`src/rtl/led_matrix_driver.sv`:
```
// led_matrix_driver: 4x4 LED matrix row scanner with double-buffered frame, per-slot blanking and PWM brightness
module led_matrix_driver #(
    parameter int CLK_DIV      = 27000,
    parameter int BLANK_CYCLES = 27
) (
    input  logic        clk,
    input  logic        reset,
    input  logic [15:0] frame_in,
    input  logic        frame_load,
    input  logic [3:0]  brightness_in,
    output logic [3:0]  rows,
    output logic [3:0]  cols,
    output logic        frame_pending,
    output logic        frame_start
);
    localparam int TICK = (CLK_DIV - BLANK_CYCLES) / 16;
    localparam int CW   = $clog2(CLK_DIV);
    localparam logic [CW-1:0] LAST = CW'(CLK_DIV - 1);
    localparam logic [CW-1:0] BL   = CW'(BLANK_CYCLES);
    localparam logic [CW-1:0] FULL = CW'(16 * TICK);
    localparam logic [CW-1:0] TK   = CW'(TICK);

    typedef enum logic [1:0] {BLANK, ON, OFF} state_t;

    state_t        state_q, state_d;
    logic [CW-1:0] slot_cnt_q, slot_cnt_d;
    logic [1:0]    row_cnt_q, row_cnt_d;
    logic [15:0]   active_frame_q, active_frame_d;
    logic [15:0]   shadow_frame_q, shadow_frame_d;
    logic [3:0]    active_bright_q, active_bright_d;
    logic [3:0]    shadow_bright_q, shadow_bright_d;
    logic          pending_q, pending_d;
    logic [3:0]    rows_q, rows_d;
    logic [3:0]    cols_q, cols_d;
    logic          frame_start_q, frame_start_d;
    logic          boundary;
    logic [CW-1:0] on_len;

    // Next-state: slot/row counters, slot FSM, shadow/active frame handover and registered drive outputs
    always_comb begin
        boundary        = (slot_cnt_q == LAST) && (row_cnt_q == 2'd3);
        on_len          = (active_bright_q == 4'd15) ? FULL : CW'(active_bright_q) * TK;
        slot_cnt_d      = (slot_cnt_q == LAST) ? '0 : slot_cnt_q + CW'(1);
        row_cnt_d       = (slot_cnt_q == LAST) ? row_cnt_q + 2'd1 : row_cnt_q;
        state_d         = (slot_cnt_d < BL) ? BLANK : ((slot_cnt_d - BL) < on_len) ? ON : OFF;
        shadow_frame_d  = frame_load ? frame_in : shadow_frame_q;
        shadow_bright_d = frame_load ? brightness_in : shadow_bright_q;
        active_frame_d  = !boundary ? active_frame_q : frame_load ? frame_in :
                          pending_q ? shadow_frame_q : active_frame_q;
        active_bright_d = !boundary ? active_bright_q : frame_load ? brightness_in :
                          pending_q ? shadow_bright_q : active_bright_q;
        pending_d       = boundary ? 1'b0 : (frame_load | pending_q);
        rows_d          = (state_q == ON) ? ~(4'b0001 << row_cnt_q) : 4'b1111;
        cols_d          = (state_q == ON) ? active_frame_q[{row_cnt_q, 2'b00} +: 4] : 4'b0000;
        frame_start_d   = boundary;
    end

    // State and output registers; reset darkens the matrix immediately and drops all frame data
    always_ff @(posedge clk or posedge reset) begin
        if (reset) begin
            state_q         <= BLANK;
            slot_cnt_q      <= '0;
            row_cnt_q       <= '0;
            active_frame_q  <= '0;
            shadow_frame_q  <= '0;
            active_bright_q <= '0;
            shadow_bright_q <= '0;
            pending_q       <= 1'b0;
            rows_q          <= 4'b1111;
            cols_q          <= 4'b0000;
            frame_start_q   <= 1'b0;
        end else begin
            state_q         <= state_d;
            slot_cnt_q      <= slot_cnt_d;
            row_cnt_q       <= row_cnt_d;
            active_frame_q  <= active_frame_d;
            shadow_frame_q  <= shadow_frame_d;
            active_bright_q <= active_bright_d;
            shadow_bright_q <= shadow_bright_d;
            pending_q       <= pending_d;
            rows_q          <= rows_d;
            cols_q          <= cols_d;
            frame_start_q   <= frame_start_d;
        end
    end

    assign rows          = rows_q;
    assign cols          = cols_q;
    assign frame_pending = pending_q;
    assign frame_start   = frame_start_q;
endmodule

```
`config.mk`:
```
export PLATFORM = sky130hd
export DESIGN_NAME = led_matrix_driver
export DESIGN_NICKNAME = d
export VERILOG_FILES = /design/src/rtl/led_matrix_driver.sv
export SDC_FILE = /design/constraint.sdc
export NUM_CORES = 1
export LEC_CHECK = 0
export BUFFER_PORTS_ARGS = -buffer_cell sky130_fd_sc_hd__buf_2
export CAP_MARGIN = 15
export CELL_PAD_IN_SITES_DETAIL_PLACEMENT = 1
export CELL_PAD_IN_SITES_GLOBAL_PLACEMENT = 2
export CORE_MARGIN = 1
export CORE_UTILIZATION = 37
export DETAILED_ROUTE_END_ITERATION = 12
export MAX_ROUTING_LAYER = met4
export PLACE_DENSITY_LB_ADDON = 0.1
export REMOVE_ABC_BUFFERS = 1
export SLEW_MARGIN = 20
export SYNTH_ARGS = -nofsm -noshare
export SYNTH_HDL_FRONTEND = slang
export SYNTH_SLANG_ARGS = --single-unit
export TNS_END_PERCENT = 10
```
`constraint.sdc`:
```
create_clock -name clk -period 3.6 [get_ports clk]
set_input_delay 0.54 -clock clk [delete_from_list [all_inputs] [get_ports clk]]
set_output_delay 0.54 -clock clk [all_outputs]
set_load 0.02 [all_outputs]
```
==> results.py, run 1 <==
metrics = {
    "cells_and_area": {
        "num-nets-final": 502,
        "mostFrequentLayoutCells": "dfrtp_1, ha_1, buf_2",
        "stdcell_count": 587,
        "fill_cells": 1241,
        "antenna_cells": 0,
        "layout_commonest_cell": "dfrtp_1",
        "final_area_mm2": 0.00519,
        "syn2layout_area_growth_pct": 19.7,
        "final_layout_size_suffix_gt1_share_pct": 34.0,
    },
    "synth": {
        "synth_top_family_by_area": "simple AND/OR/NAND/NOR gates",
        "yosys.area_share.simple_pct": 14.6,
        "synth_compound_area_share_pct": 9.61,
        "synth_cell_type_count": 64,
        "synth_top_area_share_pct": 37.5,
        "ys_async_sr_fraction_pct": 100,
        "synth_warnings": 0,
        "synth.mux.area_fraction_pct": 14.2,
        "synth_ff_type": "dfrtp_1",
        "synthAdderAreaFrac_pct": 11.5,
        "synth_area_mm2": 0.00434,
        "syn_inst": 391,
        "syn_avg_cell_area_um2": 11.1,
        "synthTopCellsByArea": "dfrtp_1, ha_1, mux2_4, mux2_2, xor2_1",
        "synth-seq-cells": 69,
        "synthXorXnorAreaFrac_pct": 7.01,
        "synth-edff-count": 0,
        "yosysTopAreaCell": "dfrtp_1",
        "ys_seq_area_share_pct": 39.9,
    },
    "global_route": {
        "overflow": 0,
        "grt_max_degree": 48,
        "grt_pass1_vias": 3277,
        "grt_util_all_layers_pct": 19.2,
        "grt_pass1_wl_um": 16900,
        "antenna_found_initial": 0,
    },
    "setup_path": {
        "critPathLaunchType": "register",
        "r2r_cells": 18,
        "critPathTopFamily": "compound AO/OA/AOI/OAI gates",
        "criticalPathCategory": "reg -> reg",
        "worst_r2r_startpoint": "active_bright_q[3]",
        "crit_arrival_ns": 3.77,
        "cp_max_fo": 3,
        "worst-path-buf-inv": 0,
        "cpPeakStageDelay_ns": 0.39,
        "critPathSlowestCell": "dfrtp_1",
        "crit_required_ns": 3.87,
        "path_depth": 18,
        "path_cells": "ha_2 > xor2_1 > ha_2 > or2_4 > ha_4 > a31o_1 > a31o_4 > a21oi_4 > o21ai_2 > xor2_1 > nand2_1 > ha_4 > a21o_1 > a21o_1 > a21oi_2 > o21ai_2 > a21oi_2 > nor2b_1",
        "reg2reg_slack_ns": 0.10,
        "reg2reg_to": "state_q[0]",
        "crit_path_end": "state_q[0]",
        "cp-startpoint": "active_bright_q[3]",
        "cp-end-kind": "register",
    },
    "run_status": {
        "status": "completed",
    },
    "sta": {
        "timing.hold.ws_ns": 0.233,
        "finalMaxSlewViolations": 0,
        "hold_viol_final": 0,
        "fin_crit_sh_pct": 97.1,
        "finalSetupViolCount": 0,
        "relSlewSlack_pct": 51.4,
        "fmax_mhz": 286,
        "rsz0062_at_grt": "yes",
        "fin_crit_ns": 3.50,
        "fin_skew_ns": 0.00898,
        "tns_ns": 0,
        "worst_pin_slew_ns": 0.728,
    },
    "place": {
        "gp_congestion": 0.786,
        "placed_cells": 570,
        "port_buffers": 32,
        "place_area_mm2": 0.00473,
        "hpwl_um": 7410,
    },
    "route": {
        "first_iter_violations": 140,
        "route.vias.total": 3113,
        "ant_nets": 0,
        "wl_per_cell_um": 17.3,
        "drc": 0,
        "post_drt_via_cell_ratio": 5.30,
        "wl_um": 10200,
        "drt_first_pass_iters": 4,
    },
    "die": {
        "fp.dieH_um": 110,
        "die_area_mm2": 0.0122,
        "die_w_um": 110,
        "fp-row-count": 39,
        "start_util_pct": 38.0,
        "core-area_mm2": 0.0114,
        "io_pins": 33,
    },
    "power_and_ir_drop": {
        "total_power_w": 0.00192,
        "cellLeakagePower_nw": 2.50,
        "ir_drop_v": 0.000165,
        "power_density_mw_per_mm2": 369,
    },
    "clock_network": {
        "postCtsHoldBufs": 0,
        "clkLatencyLatePin_ns": 0.34,
        "clk_path_buf_depth": 2,
        "htreeDepth": 3,
        "root_buffer": "clkbuf_16",
        "numClockSinks": 69,
        "cts_tree": "done",
        "clkTransAtPathRegs_ns": 0.06,
        "cts_buffers": 9,
    },
    "flow_run": {
        "cap_violations": 0,
    },
    "min_path": {
        "hold_class": "in -> async",
    },
}
==> logic make-up (layout without fill, tap and decap cells) <==
group,after synthesis,count (layout)
and+or+nand+nor,119,119
AOI/OAI and AO/OA,60,60
buffers and inverters,25,78
DFF,69,69
adders and majority gates,40,40
xor gates and xnor gates,33,33
muxes,45,45
==> flip-flops by register name, summed over array words and instances, names as in the netlist <==
name and flops:
active_frame_q 16, shadow_frame_q 16, slot_cnt_q 15, active_bright_q 4
cols 4, rows 4, shadow_bright_q 4, row_cnt_q 2
state_q 2, frame_pending 1, frame_start 1
==> routing by layer <==
metal	wire length (µm)	track usage [%]	share of wire, %
met2	4870	30.4	48
met1	4880	24.7	48
met3	292	3.94	2.9
met5	0	-	0
met4	116	5.36	1.1
==> worst reg2reg max path: cells and delay by family, from the launching register on <==
family	cells	cell delay [ns]
compound gates	9	1.38
xor+xnor	2	0.34
fa+ha+maj	4	0.82
flops	1	0.39
simple gates	3	0.51
==> Yosys cell counts (3+ instances only) <==
master / number
a21o_1: 8
a21oi_1: 15
and2_1: 8
and3_1: 4
buf_2: 10
buf_6: 3
dfrtp_1: 65
dfstp_2: 4
ha_1: 40
inv_1: 7
mux2_2: 20
mux2_4: 18
mux4_2: 4
nand2_1: 25
nand3_1: 13
nand4_1: 12
nor2_1: 27
nor2b_1: 3
nor3_1: 5
o21ai_0: 13
or3_1: 3
xnor2_1: 12
xor2_1: 19
==> repair_timing <==
action,4_1_cts,5_1_grt
endpoints found under the setup margin,2,2
resized for setup,12,11
pin swaps,8,8
buffers inserted,1,0
==> per-stage QoR <==
stage	setup slack, ns	util, %
floorplan	-0.184	-
global placement	-0.161	41.5
detailed placement	-0.288	41.5
global route	-0.0677	45.4
finish	0.103	45.4
CTS	0.0594	45.0
==> how the worst min path moves through the flow <==
| stage | cells past startpoint | start | slack (ns) | end |
|---|---|---|---|---|
| after floorplan | 1 | active_frame_q[14] | 0.46 | active_frame_q[14] |
| after global placement | 1 | active_frame_q[14] | 0.47 | active_frame_q[14] |
| after detailed placement | 1 | shadow_frame_q[4] | 0.49 | shadow_frame_q[4] |
| after CTS | 2 | reset | 0.25 | slot_cnt_q[6] |
| after global routing | 2 | reset | 0.27 | frame_start |
| final | 2 | reset | 0.23 | slot_cnt_q[4] |
==> power breakdown <==
group | total (W) | leakage, nW | switching (W) | internal (W)
Clock | 0.00105 | 0.166 | 0.000368 | 0.000681
Combinational | 0.0000646 | 1.46 | 0.0000345 | 0.0000302
Sequential | 0.000803 | 0.875 | 0.00000522 | 0.000798
==> final cells by class <==
| type | count | area (µm²) | share of cell area, % |
|---|---|---|---|
| inverters | 7 | 26.3 | 0.507 |
| flip-flops and latches | 69 | 1730 | 33.4 |
| repair buffers | 55 | 337 | 6.49 |
| multi-input cells | 297 | 2570 | 49.5 |
| clock buffers | 9 | 225 | 4.34 |
| clock inverters | 7 | 120 | 2.32 |
| well taps | 143 | 179 | 3.45 |
Note: power is estimated with default switching activity, not from simulation.
==> run 2: changes to the inputs <==
BUFFER_PORTS_ARGS = unset   (was -buffer_cell sky130_fd_sc_hd__buf_2)
CORE_UTILIZATION = 39   (was 37)
DONT_BUFFER_PORTS = 1   (was unset)
SETUP_SLACK_MARGIN = 0.15   (was unset)
==> run 2 against run 1 <==
Effect of this change:
- clock power down 38%
- critical path type unchanged
- die area down 5.0%
- global-route usage decreased by 0.11 points
==> results.py, run 2 (synthesis gave the netlist of run 1 again) <==
metrics = {
    "die": {
        "die_area_mm2": 0.0115,
        "fp-row-count": 38,
        "io_pins": 33,
        "die_w_um": 107,
        "fp.dieH_um": 107,
        "core-area_mm2": 0.0108,
        "start_util_pct": 40.0,
    },
    "route": {
        "first_iter_violations": 113,
        "post_drt_via_cell_ratio": 5.36,
        "ant_nets": 0,
        "drt_first_pass_iters": 4,
        "wl_um": 9520,
        "drc": 0,
        "wl_per_cell_um": 17.1,
        "route.vias.total": 2987,
    },
    "min_path": {
        "hold_class": "in -> async",
    },
    "cells_and_area": {
        "fill_cells": 1194,
        "syn2layout_area_growth_pct": 12.3,
        "final_layout_size_suffix_gt1_share_pct": 28.3,
        "multi_input_area_mm2": 0.00253,
        "antenna_cells": 0,
        "layout_commonest_cell": "dfrtp_1",
        "reg_top3": "active_frame_q (16), shadow_frame_q (16), slot_cnt_q (15)",
        "area.sequential_mm2": 0.00173,
        "stdcell_count": 557,
        "mostFrequentLayoutCells": "dfrtp_1, ha_1, buf_4",
        "num-nets-final": 475,
    },
    "setup_path": {
        "path_cells": "ha_2 > xor2_2 > ha_2 > or2_4 > ha_4 > a31o_1 > a31o_2 > a21oi_2 > buf_4 > o21ai_2 > a2111o_1 > o21ai_1 > ha_1 > a21oi_1 > o21ai_1 > a21oi_2 > nor2b_1",
        "critPathSlowestCell": "a2111o_1",
        "cp_max_fo": 2,
        "reg2reg_slack_ns": 0.10,
        "r2r_cells": 17,
        "cpPeakStageDelay_ns": 0.40,
        "cp-end-kind": "register",
        "critPathTopFamily": "compound AO/OA/AOI/OAI gates",
        "crit_arrival_ns": 3.79,
        "criticalPathCategory": "reg -> reg",
        "crit_required_ns": 3.90,
        "reg2reg_to": "state_q[0]",
        "critPathLaunchType": "register",
        "worst-path-buf-inv": 1,
        "worst_r2r_startpoint": "active_bright_q[3]",
    },
    "place": {
        "gp_congestion": 0.802,
        "port_buffers": 0,
        "placed_cells": 538,
        "hpwl_um": 7160,
    },
    "clock_network": {
        "root_buffer": "clkbuf_8",
        "postCtsHoldBufs": 0,
        "cts_tree": "done",
        "numClockSinks": 69,
        "htreeDepth": 3,
        "clkLatencyLatePin_ns": 0.37,
        "cts_buffers": 9,
        "clk_path_buf_depth": 2,
        "clkTransAtPathRegs_ns": 0.08,
    },
    "global_route": {
        "grt_max_degree": 57,
        "grt_pass1_wl_um": 16200,
        "grt_util_all_layers_pct": 19.0,
        "overflow": 0,
        "grt_pass1_vias": 3177,
        "antenna_found_initial": 0,
    },
    "sta": {
        "fmax_mhz": 286,
        "finalMaxSlewViolations": 0,
        "fin_crit_sh_pct": 97.2,
        "fin_skew_ns": 0.00742,
        "fin_crit_ns": 3.50,
        "hold_viol_final": 0,
        "relSlewSlack_pct": 51.0,
        "worst_pin_slew_ns": 0.734,
        "tns_ns": 0,
        "rsz0062_at_grt": "yes",
        "finalSetupViolCount": 0,
    },
    "run_status": {
        "status": "completed",
    },
    "power_and_ir_drop": {
        "cellLeakagePower_nw": 2.32,
        "power_density_mw_per_mm2": 308,
        "ir_drop_v": 0.000347,
    },
    "flow_run": {
        "cap_violations": 0,
    },
}
==> run 2: changes by cell type in the layout (fill, tap and decap cells not counted), moves of 2 or more <==
cell       change
buf_4          +6
ha_1           +2
o21ai_1        +2
clkbuf_8       +9
bufinv_16      -2
o21ai_2        -3
buf_2         -32
clkbuf_16      -9
a21oi_1        +2
==> run 2: timing repair <==
action | CTS | global route
resized for setup | 10 | 3
setup buffers | 3 | 0
setup endpoints to repair | 2 | 2
pin swaps | 9 | 3
==> run 2: area by class of cell <==
cell class	count	area share (%)
clock inverter	7	1.52
clock buffer	9	2.54
multi-input combinational	297	51.9
sequential	69	35.6
timing repair buffer	28	4.32
inverter	7	0.540
tap	140	3.60
==> run 2: routing by layer <==
layer  track usage, %  wire length (µm)  vias up
met5                -                 0        -
li1                 -                 -     1444
met3             5.15               309       12
met1             24.3              4630     1485
met4             5.97               137        0
met2             29.5              4450       46
==> run 2: worst max-delay path by stage <==
stage / cells past startpoint / startpoint / slack [ns] / end
after floorplan: 18 / active_bright_q[1] / -0.18 / state_q[0]
after global placement: 18 / active_bright_q[1] / -0.14 / state_q[0]
after detailed placement: 18 / active_bright_q[1] / -0.24 / state_q[0]
after CTS: 18 / active_bright_q[3] / 0.04 / state_q[0]
after global routing: 17 / active_bright_q[3] / -0.12 / state_q[0]
final: 17 / active_bright_q[3] / 0.10 / state_q[0]
==> run 2: power breakdown <==
part / switching [W] / internal, W
Clock: 0.000327 / 0.000323
Combinational: 0.0000269 / 0.0000223
Sequential: 0.00000527 / 0.000797
==> run 2: worst register-to-register path: stages, from the launching register on <==
cell,delay (ns)
dfrtp_1,0.39
ha_2,0.21
xor2_2,0.16
ha_2,0.18
or2_4,0.25
ha_4,0.21
a31o_1,0.18
a31o_2,0.25
a21oi_2,0.15
buf_4,0.14
o21ai_2,0.06
a2111o_1,0.40
o21ai_1,0.08
ha_1,0.26
a21oi_1,0.15
o21ai_1,0.09
a21oi_2,0.12
nor2b_1,0.14
==> run 2: stage by stage <==
step | utilization, % | setup WS, ns | hold slack (ns) | power, W | area, µm²
floorplan | - | -0.184 | 0.459 | 0.000856 | 4230
global placement | 42.4 | -0.139 | 0.402 | 0.000866 | 4590
detailed placement | 42.4 | -0.239 | 0.402 | 0.000869 | 4590
CTS | 44.8 | 0.0443 | 0.00199 | 0.00153 | 4850
global route | 44.9 | -0.119 | 0.0111 | 0.00157 | 4870
finish | 44.9 | 0.102 | 0.00480 | 0.00150 | 4870
==> run 3: changes to the inputs <==
PLACE_DENSITY_LB_ADDON = 0.05   (was 0.1)
==> run 3 against run 2 <==
Effect of this change:
- non-clock buffer count increased by 4
- highest routed layer unchanged
- sequential power about the same
- design area is 1.8% higher
- largest cell class unchanged
- critical path type unchanged
==> results.py, run 3 (synthesis gave the netlist of run 1 again) <==
metrics = {
    "sta": {
        "finalSetupViolCount": 0,
        "worst_slack_ns": 0.124,
        "fin_skew_ns": 0.00668,
        "worst_pin_slew_ns": 0.767,
        "finalMaxSlewViolations": 0,
        "hold_viol_final": 0,
        "fin_crit_ns": 3.48,
        "fmax_mhz": 288,
        "fin_crit_sh_pct": 96.6,
        "relSlewSlack_pct": 48.8,
        "tns_ns": 0,
        "rsz0062_at_grt": "yes",
        "timing.hold.ws_ns": 0.0511,
    },
    "route": {
        "ant_nets": 0,
        "route.vias.total": 3012,
        "first_iter_violations": 87,
        "wl_per_cell_um": 17.2,
        "drc": 0,
        "post_drt_via_cell_ratio": 5.37,
        "wl_um": 9660,
        "drt_first_pass_iters": 4,
    },
    "flow_run": {
        "cap_violations": 0,
    },
    "run_status": {
        "status": "completed",
    },
    "global_route": {
        "grt.busiest_layer": "met2",
        "grt_util_all_layers_pct": 18.8,
        "overflow": 0,
        "grt_pass1_wl_um": 16100,
        "met2_usage_pct": 28.7,
        "grt_pass1_vias": 3205,
        "grtUsageMet3_pct": 3.21,
        "globalRouteMet1Util_pct": 25.3,
        "grt_max_degree": 39,
        "antenna_found_initial": 0,
    },
    "cells_and_area": {
        "mostFrequentLayoutCells": "dfrtp_1, ha_1, buf_4",
        "num-nets-final": 479,
        "final_layout_size_suffix_gt1_share_pct": 30.9,
        "syn2layout_area_growth_pct": 14.3,
        "layout_commonest_cell": "dfrtp_1",
        "antenna_cells": 0,
        "final_area_mm2": 0.00495,
        "fin_util_pct": 45.7,
        "reg_top3": "active_frame_q (16), shadow_frame_q (16), slot_cnt_q (15)",
    },
    "clock_network": {
        "clk_path_buf_depth": 2,
        "root_buffer": "clkbuf_8",
        "cts_buffers": 9,
        "clkTransAtPathRegs_ns": 0.08,
        "cts_tree": "done",
        "htreeDepth": 3,
        "numClockSinks": 69,
        "clkLatencyLatePin_ns": 0.35,
        "postCtsHoldBufs": 0,
    },
    "power_and_ir_drop": {
        "ir_drop_v": 0.000182,
        "switchingPower_w": 0.000344,
        "pwr-share-comb_pct": 3.4,
        "power_density_mw_per_mm2": 303,
        "clockPowerShare_pct": 43.2,
        "cellLeakagePower_nw": 2.35,
        "switching_share_pct": 22.9,
        "intPower_w": 0.00116,
        "seq_power_share_pct": 53.4,
    },
    "place": {
        "place_area_mm2": 0.00462,
        "place_ws_ns": -0.262,
        "port_buffers": 0,
        "gp_congestion": 0.820,
        "hpwl_um": 7140,
    },
    "setup_path": {
        "critPathLaunchType": "register",
        "critPathSlowestCell": "dfrtp_1",
        "worst-path-buf-inv": 0,
        "criticalPathCategory": "reg -> reg",
        "cp-end-kind": "register",
        "cp_max_fo": 3,
        "cpPeakStageDelay_ns": 0.40,
        "critPathTopFamily": "compound AO/OA/AOI/OAI gates",
        "crit_arrival_ns": 3.70,
        "crit_required_ns": 3.83,
        "path_cells": "ha_2 > xor2_2 > ha_2 > or2_4 > ha_4 > a31o_1 > a31o_2 > a21oi_4 > o21ai_1 > a2111o_1 > o21ai_2 > ha_1 > nand4_1 > a211oi_2 > a21oi_2 > nor2b_1",
        "cpMostUsedCell": "ha_2",
    },
    "die": {
        "die_area_mm2": 0.0115,
        "io_pins": 33,
        "fp.dieH_um": 107,
        "start_util_pct": 40.0,
        "fp-row-count": 38,
        "core-area_mm2": 0.0108,
        "die_w_um": 107,
    },
    "min_path": {
        "hold_class": "in -> async",
    },
}
[run 3: cell types whose count changed in the layout (fill, tap and decap cells not counted), sizes merged]
cell      before  now
buf           28   32
clkinv         3    5
inv            9    7
clkbuf         9   10
clkinvlp       1    0
[run 3: final cells by class]
| cell class | count | area, µm² |
|---|---|---|
| fill | 1184 | 5890 |
| multi-input combinational | 297 | 2570 |
| sequential | 69 | 1730 |
| timing repair buffer | 32 | 244 |
| tap | 140 | 175 |
| clock buffer | 10 | 138 |
| clock inverter | 6 | 62.6 |
| inverter | 7 | 26.3 |
[run 3: metal layers]
layer  vias up  routed length (µm)
met4         0                 118
met1      1508                4700
li1       1452                   -
met5         -                   0
met3        12                 259
met2        40                4580
[run 3: metrics by stage]
| stage | cells | total power (W) |
|---|---|---|
| after floorplan | 373 | 0.000856 |
| after global placement | 542 | 0.000867 |
| after detailed placement | 542 | 0.000870 |
| after CTS | 560 | 0.00153 |
| after global routing | 561 | 0.00157 |
| final | 561 | 0.00150 |
[run 3: worst register-to-register path: cells and delay by family (launching register included)]
kind,cells,cell delay [ns]
AND/OR/NAND/NOR,3,0.52
flip-flops,1,0.40
adder cells (fa/ha/maj),4,0.76
AO/OA/AOI/OAI,8,1.53
XOR/XNOR,1,0.15
[run 3: path summary, 6_finish.rpt]
kind	cells past startpoint	slack, ns	end	from
setup / recovery	16	0.12	state_q[0]	active_bright_q[1]
hold / removal	1	0.05	frame_start	reset
setup reg to reg	16	0.12	state_q[0]	active_bright_q[1]
hold reg to reg	1	0.50	shadow_frame_q[8]	shadow_frame_q[8]
max in group asynchronous	2	2.74	active_bright_q[0]	reset
min in group clk	2	0.34	frame_pending	frame_load
[run 3: power by group through the flow]
stage | Clock (W) | Combinational, W | Sequential, W
global placement | 0 | 0.0000508 | 0.000816
CTS | 0.000676 | 0.0000528 | 0.000802
global route | 0.000710 | 0.0000574 | 0.000804
finish | 0.000649 | 0.0000506 | 0.000802
detailed placement | 0 | 0.0000525 | 0.000817
floorplan | 0 | 0.0000403 | 0.000815
[run 3: repair_timing]
action,CTS,global route
setup buffers,2,1
pin swaps,8,10
resized for setup,10,14
setup endpoints to repair,2,2
hold endpoints to repair,0,0
